### config.mk
export PLATFORM = sky130hd
export DESIGN_NAME = led_row_scheduler_flat
export DESIGN_NICKNAME = d
export VERILOG_FILES = /design/src/rtl/led_pkg.sv /design/src/rtl/led_row_scheduler_if.sv /design/src/rtl/sclk_gen.sv /design/src/rtl/led_row_scheduler.sv /design/src/flat_wrapper.sv
export SDC_FILE = /design/constraint.sdc
export NUM_CORES = 1
export LEC_CHECK = 0
export ABC_AREA = 1
export CORE_MARGIN = 2
export CORE_UTILIZATION = 45
export DETAILED_ROUTE_END_ITERATION = 8
export PLACE_DENSITY = 0.86
export SLEW_MARGIN = 20
export SYNTH_ARGS = -nofsm -noshare
export SYNTH_HDL_FRONTEND = slang
export SYNTH_SLANG_ARGS = --single-unit
### constraint.sdc
create_clock -name clk -period 2.1 [get_ports clk]
set_clock_uncertainty 0.15 [all_clocks]
set_input_delay 0.525 -clock clk [delete_from_list [all_inputs] [get_ports clk]]
set_output_delay 0.525 -clock clk [all_outputs]
set_load 0.01 [all_outputs]
### src/rtl/led_pkg.sv
// Shared types and default sizes for the LED row scheduler and the HPS I/O register block.
package led_pkg;

   localparam int NB_LED_BAND_DEF = 20;
   localparam int NB_MUX_ROWS_DEF = 4;

   typedef enum logic [2:0] {
      S_IDLE  = 3'd0,
      S_LOAD  = 3'd1,
      S_LOW   = 3'd2,
      S_HIGH  = 3'd3,
      S_BLANK = 3'd4,
      S_LATCH = 3'd5
   } sched_state_t;

   // Counter width able to hold 0..n-1, never narrower than one bit.
   function automatic int cnt_w(input int n);
      return (n > 1) ? $clog2(n) : 1;
   endfunction

endpackage

### src/rtl/led_row_scheduler_if.sv
// Frame-buffer read stream into the scheduler.
// A beat transfers on every cycle where data_valid and data_ready are both high; data is sampled only then.
interface led_row_scheduler_if #(
   parameter int NB_LED_BAND = led_pkg::NB_LED_BAND_DEF
) ();

   logic [NB_LED_BAND-1:0] data;
   logic                   data_valid;
   logic                   data_ready;

   modport master (output data, output data_valid, input data_ready);
   modport slave  (input data, input data_valid, output data_ready);

endinterface

### src/rtl/sclk_gen.sv
// Phase counter for one SCLK beat: a low phase then a high phase, each SCLK_DIV clocks long.
module sclk_gen
   import led_pkg::*;
#(
   parameter int SCLK_DIV = 2
) (
   input  logic clk,
   input  logic rst,
   input  logic clear,
   input  logic start_beat,
   output logic phase_done,
   output logic sclk_level
);

   localparam int CW = cnt_w(SCLK_DIV);

   logic [CW-1:0] cnt_q, cnt_d;
   logic          active_q, active_d;
   logic          level_q, level_d;

   always_comb begin
      cnt_d      = cnt_q;
      active_d   = active_q;
      level_d    = level_q;
      phase_done = active_q && (cnt_q == CW'(SCLK_DIV - 1));
      if (clear) begin
         cnt_d    = '0;
         active_d = 1'b0;
         level_d  = 1'b0;
      end else if (start_beat) begin
         cnt_d    = '0;
         active_d = 1'b1;
         level_d  = 1'b0;
      end else if (phase_done) begin
         // The end of the high phase also ends the beat.
         cnt_d    = '0;
         level_d  = !level_q;
         active_d = !level_q;
      end else if (active_q) begin
         cnt_d = cnt_q + 1'b1;
      end
   end

   always_ff @(posedge clk or posedge rst) begin
      if (rst) begin
         cnt_q    <= '0;
         active_q <= 1'b0;
         level_q  <= 1'b0;
      end else begin
         cnt_q    <= cnt_d;
         active_q <= active_d;
         level_q  <= level_d;
      end
   end

   assign sclk_level = level_q;

endmodule

### src/rtl/led_row_scheduler.sv
// Drives one multiplexed LED frame: per row shift a column, blank, latch, enable the row.
// The HPS can take over the pins at any time through hps_override.
module led_row_scheduler
   import led_pkg::*;
#(
   parameter int  NB_LED_BAND  = NB_LED_BAND_DEF,
   parameter int  NB_MUX_ROWS  = NB_MUX_ROWS_DEF,
   parameter int  SHIFT_BITS   = 48,
   parameter int  SCLK_DIV     = 2,
   parameter int  BLANK_CYCLES = 4,
   localparam int ROW_W        = cnt_w(NB_MUX_ROWS)
) (
   input  logic                   clk,
   input  logic                   rst_in,
   input  logic                   start,
   input  logic                   hps_override,
   input  logic [NB_LED_BAND-1:0] hps_SOUT,
   input  logic                   hps_SCLK,
   input  logic                   hps_LAT,
   input  logic [NB_MUX_ROWS-1:0] hps_row_en,
   led_row_scheduler_if.slave     rd,
   output logic [NB_LED_BAND-1:0] SOUT,
   output logic                   SCLK,
   output logic                   LAT,
   output logic [NB_MUX_ROWS-1:0] row_en,
   output logic [ROW_W-1:0]       row_idx,
   output logic                   busy,
   output logic                   start_missed,
   output sched_state_t           state_dbg
);

   localparam int BIT_W = cnt_w(SHIFT_BITS);
   localparam int BLK_W = cnt_w(BLANK_CYCLES);

   sched_state_t           state_q, state_d;
   logic [ROW_W-1:0]       row_q, row_d;
   logic [BIT_W-1:0]       bit_q, bit_d;
   logic [BLK_W-1:0]       blank_q, blank_d;
   logic [NB_LED_BAND-1:0] sout_q, sout_d;
   logic                   lat_q, lat_d;
   logic [NB_MUX_ROWS-1:0] row_en_q, row_en_d;
   logic                   start_missed_q, start_missed_d;
   logic                   start_beat;
   logic                   phase_done;
   logic                   sclk_level;

   sclk_gen #(.SCLK_DIV(SCLK_DIV)) u_sclk_gen (
      .clk        (clk),
      .rst        (rst_in),
      .clear      (hps_override),
      .start_beat (start_beat),
      .phase_done (phase_done),
      .sclk_level (sclk_level)
   );

   always_comb begin
      state_d        = state_q;
      row_d          = row_q;
      bit_d          = bit_q;
      blank_d        = blank_q;
      sout_d         = sout_q;
      lat_d          = lat_q;
      row_en_d       = row_en_q;
      start_beat     = 1'b0;
      start_missed_d = start && (state_q != S_IDLE) && !hps_override;
      if (hps_override) begin
         // HPS owns the pins: park everything so release starts from a clean IDLE.
         state_d  = S_IDLE;
         row_d    = '0;
         bit_d    = '0;
         blank_d  = '0;
         sout_d   = '0;
         lat_d    = 1'b0;
         row_en_d = '0;
      end else begin
         case (state_q)
            S_IDLE: begin
               if (start) begin
                  state_d = S_LOAD;
                  row_d   = '0;
                  bit_d   = '0;
               end
            end
            S_LOAD: begin
               if (rd.data_valid) begin
                  sout_d     = rd.data;
                  start_beat = 1'b1;
                  state_d    = S_LOW;
               end
            end
            S_LOW: begin
               if (phase_done) state_d = S_HIGH;
            end
            S_HIGH: begin
               if (phase_done) begin
                  if (bit_q == BIT_W'(SHIFT_BITS - 1)) begin
                     bit_d    = '0;
                     blank_d  = '0;
                     row_en_d = '0;
                     state_d  = S_BLANK;
                  end else begin
                     bit_d   = bit_q + 1'b1;
                     state_d = S_LOAD;
                  end
               end
            end
            S_BLANK: begin
               if (blank_q == BLK_W'(BLANK_CYCLES - 1)) begin
                  blank_d = '0;
                  lat_d   = 1'b1;
                  state_d = S_LATCH;
               end else begin
                  blank_d = blank_q + 1'b1;
               end
            end
            S_LATCH: begin
               lat_d    = 1'b0;
               row_en_d = NB_MUX_ROWS'(1) << row_q;
               if (row_q == ROW_W'(NB_MUX_ROWS - 1)) begin
                  row_d   = '0;
                  state_d = S_IDLE;
               end else begin
                  row_d   = row_q + 1'b1;
                  state_d = S_LOAD;
               end
            end
            default: state_d = S_IDLE;
         endcase
      end
   end

   always_ff @(posedge clk or posedge rst_in) begin
      if (rst_in) begin
         state_q        <= S_IDLE;
         row_q          <= '0;
         bit_q          <= '0;
         blank_q        <= '0;
         sout_q         <= '0;
         lat_q          <= 1'b0;
         row_en_q       <= '0;
         start_missed_q <= 1'b0;
      end else begin
         state_q        <= state_d;
         row_q          <= row_d;
         bit_q          <= bit_d;
         blank_q        <= blank_d;
         sout_q         <= sout_d;
         lat_q          <= lat_d;
         row_en_q       <= row_en_d;
         start_missed_q <= start_missed_d;
      end
   end

   assign rd.data_ready = (state_q == S_LOAD) && !hps_override;
   assign busy          = (state_q != S_IDLE);
   assign row_idx       = row_q;
   assign start_missed  = start_missed_q;
   assign state_dbg     = state_q;

   assign SOUT   = hps_override ? hps_SOUT   : sout_q;
   assign SCLK   = hps_override ? hps_SCLK   : sclk_level;
   assign LAT    = hps_override ? hps_LAT    : lat_q;
   assign row_en = hps_override ? hps_row_en : row_en_q;

endmodule

### src/flat_wrapper.sv
// flat-port wrapper written by rule: the top's interface ports become plain ports
module led_row_scheduler_flat import led_pkg::*;
#(
   parameter int  NB_LED_BAND  = NB_LED_BAND_DEF,
   parameter int  NB_MUX_ROWS  = NB_MUX_ROWS_DEF,
   parameter int  SHIFT_BITS   = 48,
   parameter int  SCLK_DIV     = 2,
   parameter int  BLANK_CYCLES = 4,
   localparam int ROW_W        = cnt_w(NB_MUX_ROWS)
)
  (clk, rst_in, start, hps_override, hps_SOUT, hps_SCLK, hps_LAT, hps_row_en, SOUT, SCLK, LAT, row_en, row_idx, busy, start_missed, state_dbg, rd_data, rd_data_valid, rd_data_ready);
  led_row_scheduler_if #(.NB_LED_BAND(NB_LED_BAND)) rd_i ();
  input  logic clk;
  input  logic rst_in;
  input  logic start;
  input  logic hps_override;
  input  logic [NB_LED_BAND-1:0] hps_SOUT;
  input  logic hps_SCLK;
  input  logic hps_LAT;
  input  logic [NB_MUX_ROWS-1:0] hps_row_en;
  output logic [NB_LED_BAND-1:0] SOUT;
  output logic SCLK;
  output logic LAT;
  output logic [NB_MUX_ROWS-1:0] row_en;
  output logic [ROW_W-1:0] row_idx;
  output logic busy;
  output logic start_missed;
  output sched_state_t state_dbg;
  input wire logic [$bits(rd_i.data)-1:0] rd_data;
  input wire logic [$bits(rd_i.data_valid)-1:0] rd_data_valid;
  output wire logic [$bits(rd_i.data_ready)-1:0] rd_data_ready;
  assign rd_i.data = rd_data;
  assign rd_i.data_valid = rd_data_valid;
  assign rd_data_ready = rd_i.data_ready;
  led_row_scheduler #(.NB_LED_BAND(NB_LED_BAND), .NB_MUX_ROWS(NB_MUX_ROWS), .SHIFT_BITS(SHIFT_BITS), .SCLK_DIV(SCLK_DIV), .BLANK_CYCLES(BLANK_CYCLES)) u_core (.clk(clk), .rst_in(rst_in), .start(start), .hps_override(hps_override), .hps_SOUT(hps_SOUT), .hps_SCLK(hps_SCLK), .hps_LAT(hps_LAT), .hps_row_en(hps_row_en), .rd(rd_i), .SOUT(SOUT), .SCLK(SCLK), .LAT(LAT), .row_en(row_en), .row_idx(row_idx), .busy(busy), .start_missed(start_missed), .state_dbg(state_dbg));
endmodule
==> results_dict.tcl <==
set metrics [dict create \
    power_frac_clock_pct 29.2 \
    io_pins 85 \
    grt-ovfl-total 0 \
    total_power_mw 2.66 \
    yosysSeqAreaShare_pct 43.0 \
    final-hold-violation-count 0 \
    slowest_delay_ns 0.46 \
    crit_buf_inv 2 \
    p_seq_share_pct 35.3 \
    multi_input_area_mm2 0.00113 \
    end_kind "primary output" \
    n_antenna_cell 0 \
    synth_cell_types 27 \
    crit_chain "clkdlybuf4s50_1, nand2_1, o21ai_0, dlygate4sd2_1" \
    htreeDepth 2 \
    final.min_clock_period_ns 2.08 \
    startpoint_type "primary input" \
    final_layout_size_suffix_gt1_share_pct 14.9 \
    max_freq_mhz 481 \
    worstRegToRegCells 8 \
    synth_area_mm2 0.00245 \
    synth_cells 320 \
    grt_use_total_pct 22.3 \
    dp_hpwl_mm 4.71 \
    die_h_um 77.7 \
    status "complete, no violations" \
    routedWlPerCell_um 13.6 \
    cts_tree "built" \
    hold_path_class "register to register" \
    numCtsBuffers 5 \
    switchingPower_uw 888 \
    dieArea_mm2 0.00604 \
    grt_pass1_vias 2341 \
    ir_drop_mv 0.381 \
    core_mm2 0.00517 \
    syn-num-nets 377 \
    cp_slowest_cell "clkdlybuf4s50_1" \
    path_max_fanout 1 \
    tns_ns 0 \
    required_ns 1.42 \
    endpoint "SOUT[18]" \
    syn_area_per_cell_um2 7.64 \
    die_x_um 77.7 \
    rows 26 \
    clkTransAtPathRegs_ns 0.08 \
    viasPerCell 5.00 \
    grt_max_degree 43 \
    areaGrowthSynthToFinish_pct 44.3 \
    maxSlewViolCount 0 \
    yosysWarnings 0 \
    clkLatencyLatePin_ns 0.30 \
    cts.path.max_buffers 2 \
    critPathKind "primary input to primary output" \
    slew_headroom_pct 80.3 \
    drv_cap 0 \
    tightest_slew_ns 0.293 \
    finalWirelength_mm 6.57 \
    finalCritPeriodShare_pct 99.0 \
    p_per_area_mw_per_mm2 754 \
    share_comb_of_total_power_pct 35.5 \
    critical_path.top_delay_family "buffers and inverters" \
    nNetsFinal 471 \
    rsz0062_at_grt "false" \
    drt_iter0_drc 154 \
    final-seq-area_mm2 0.00105 \
    antenna_found_initial 0 \
    cp.arrival_ns 1.41 \
    reg2reg_slack_ns 0.42 \
    drc 0 \
    intPower_mw 1.77 \
    gp_congestion 0.877 \
    vias 2425 \
    start_util_pct 47.3 \
    cts_root_buffer "clkbuf_8" \
    grt_pass1_wl_mm 10.9 \
    crit_start "hps_SOUT[18]" \
    worstReg2RegStart "u_core.bit_q[0]" \
    switching_share_pct 33.4 \
    fillers 407 \
    drtPass1Iterations 4 \
    port_buffers 84 \
    r2r-end "u_core.row_en_q[3]" \
    leakagePower_nw 1.66 \
    synth-seq-cells 42 \
    ant_nets 0 \
    worstSetupPathDepth 4 \
    setup_viol 0 \
    clock-sinks 42 \
]
## synth_stat cells, drive strengths merged
cell | instances | area [um2]
inv | 49 | 186
a21oi | 5 | 25.0
buf | 11 | 75.1
nand3 | 41 | 228
o21ai | 58 | 298
nand2 | 73 | 292
xor2 | 2 | 17.5
o22ai | 1 | 6.26
nor2 | 27 | 168
ha | 6 | 75.1
clkbuf | 2 | 7.51
nand4 | 1 | 6.26
nor3 | 1 | 5.00
dfrtp | 42 | 1050
a31oi | 1 | 6.26
## tightest hold or removal path: cells and delay by family (launching register included)
| kind | cells | cell delay [ns] |
|---|---|---|
| AND/OR/NAND/NOR | 1 | 0.05 |
| AO/OA/AOI/OAI | 1 | 0.06 |
| flip-flops | 1 | 0.36 |
## metrics by stage
stage	hold WS, ns	std cells	worst slack, ns	utilization (%)	instance area, um2
4_1_cts	0.341	482	0.00686	67.9	3510
3_3_place_gp	0.318	474	-0.267	65.9	3410
6_report	0.346	485	0.0200	68.2	3530
5_1_grt	0.358	485	0.000728	68.2	3530
3_5_place_dp	0.325	474	-0.284	65.9	3410
2_1_floorplan	0.302	320	0.295	-	2450
## layer usage
metal  track usage (%)  up-vias  part of all wire [%]
li1                  -     1209                     -
met1              28.9     1114                    44
met2              39.1       95                    48
met3              5.00        7                   7.6
met4              3.04        0                  0.72
met5                 0        -                     0
## how the worst min path moves through the flow
stage                                   end  depth (start not counted)  slack, ns              start
after detailed placement  u_core.blank_q[1]                          2       0.33  u_core.blank_q[1]
after global routing      u_core.blank_q[1]                          2       0.36  u_core.blank_q[1]
after floorplan           u_core.blank_q[1]                          2       0.30  u_core.blank_q[1]
after CTS                 u_core.blank_q[1]                          2       0.34  u_core.blank_q[1]
after global placement    u_core.blank_q[1]                          2       0.32  u_core.blank_q[1]
final                     u_core.blank_q[1]                          2       0.35  u_core.blank_q[1]
## flip-flops by register name, summed over array words and instances, names as in the netlist
name and count:
u_core.u_sclk_gen.active_q 1, u_core.u_sclk_gen.cnt_q 1, u_core.state_dbg 3, u_core.row_idx 2
u_core.lat_q 1, u_core.row_en_q 4, u_core.sout_q 20, u_core.blank_q 2
u_core.start_missed 1, u_core.u_sclk_gen.sclk_level 1, u_core.bit_q 6
## power by group through the flow
stage	combinational (mW)	sequential, mW	clock, mW
floorplan	0.528	0.972	0
global placement	0.959	0.947	0
detailed placement	0.976	0.953	0
CTS	0.936	0.937	0.785
global route	1.03	0.947	0.831
finish	0.945	0.938	0.777
## what timing repair did
action / 4_1_cts / 5_1_grt
gates cloned: 0 / 0
setup endpoints to repair: 29 / 21
gates resized for setup: 30 / 29
setup buffers: 0 / 3
endpoints found under the hold margin: 0 / 0
pin swaps: 0 / 0
hold buffers: 0 / 0
## cell families (layout without fill, tap and decap cells)
group | count (synthesis) | after routing | synth area share [%]
AND/OR/NAND/NOR | 143 | 143 | 28.5
AO/OA/AOI/OAI | 65 | 65 | 13.7
XOR/XNOR | 2 | 2 | 0.716
adder cells (fa/ha/maj) | 6 | 6 | 3.07
buffers and inverters | 62 | 157 | 11.0
flip-flops | 42 | 42 | 43.0
## final cells by class
type / count / share of cell area [%]
flip-flops and latches: 42 / 29.8
clock buffers: 5 / 1.95
well taps: 70 / 2.48
repair buffers: 100 / 26.6
multi-input cells: 216 / 32.0
clock inverters: 3 / 1.95
inverters: 49 / 5.28
## cell usage in the layout, fill, tap and decap left out
cell type,instances
a21oi_1,5
a31oi_1,1
buf_12,2
buf_2,1
buf_4,13
buf_6,1
bufinv_16,2
clkbuf_2,7
clkbuf_8,5
clkdlybuf4s15_1,11
clkdlybuf4s50_1,55
clkinv_4,1
dfrtp_1,41
dfrtp_2,1
dlygate4sd2_1,10
ha_1,6
inv_1,44
inv_2,4
inv_4,1
nand2_1,66
nand2_2,7
nand3_1,38
nand3_2,2
nand3_4,1
nand4_1,1
nor2_1,15
nor2_2,6
nor2_4,5
nor2_8,1
nor3_1,1
o21ai_0,49
o21ai_1,7
o21ai_2,2
o22ai_1,1
xor2_1,2
Power figures use the tool's default switching activity.
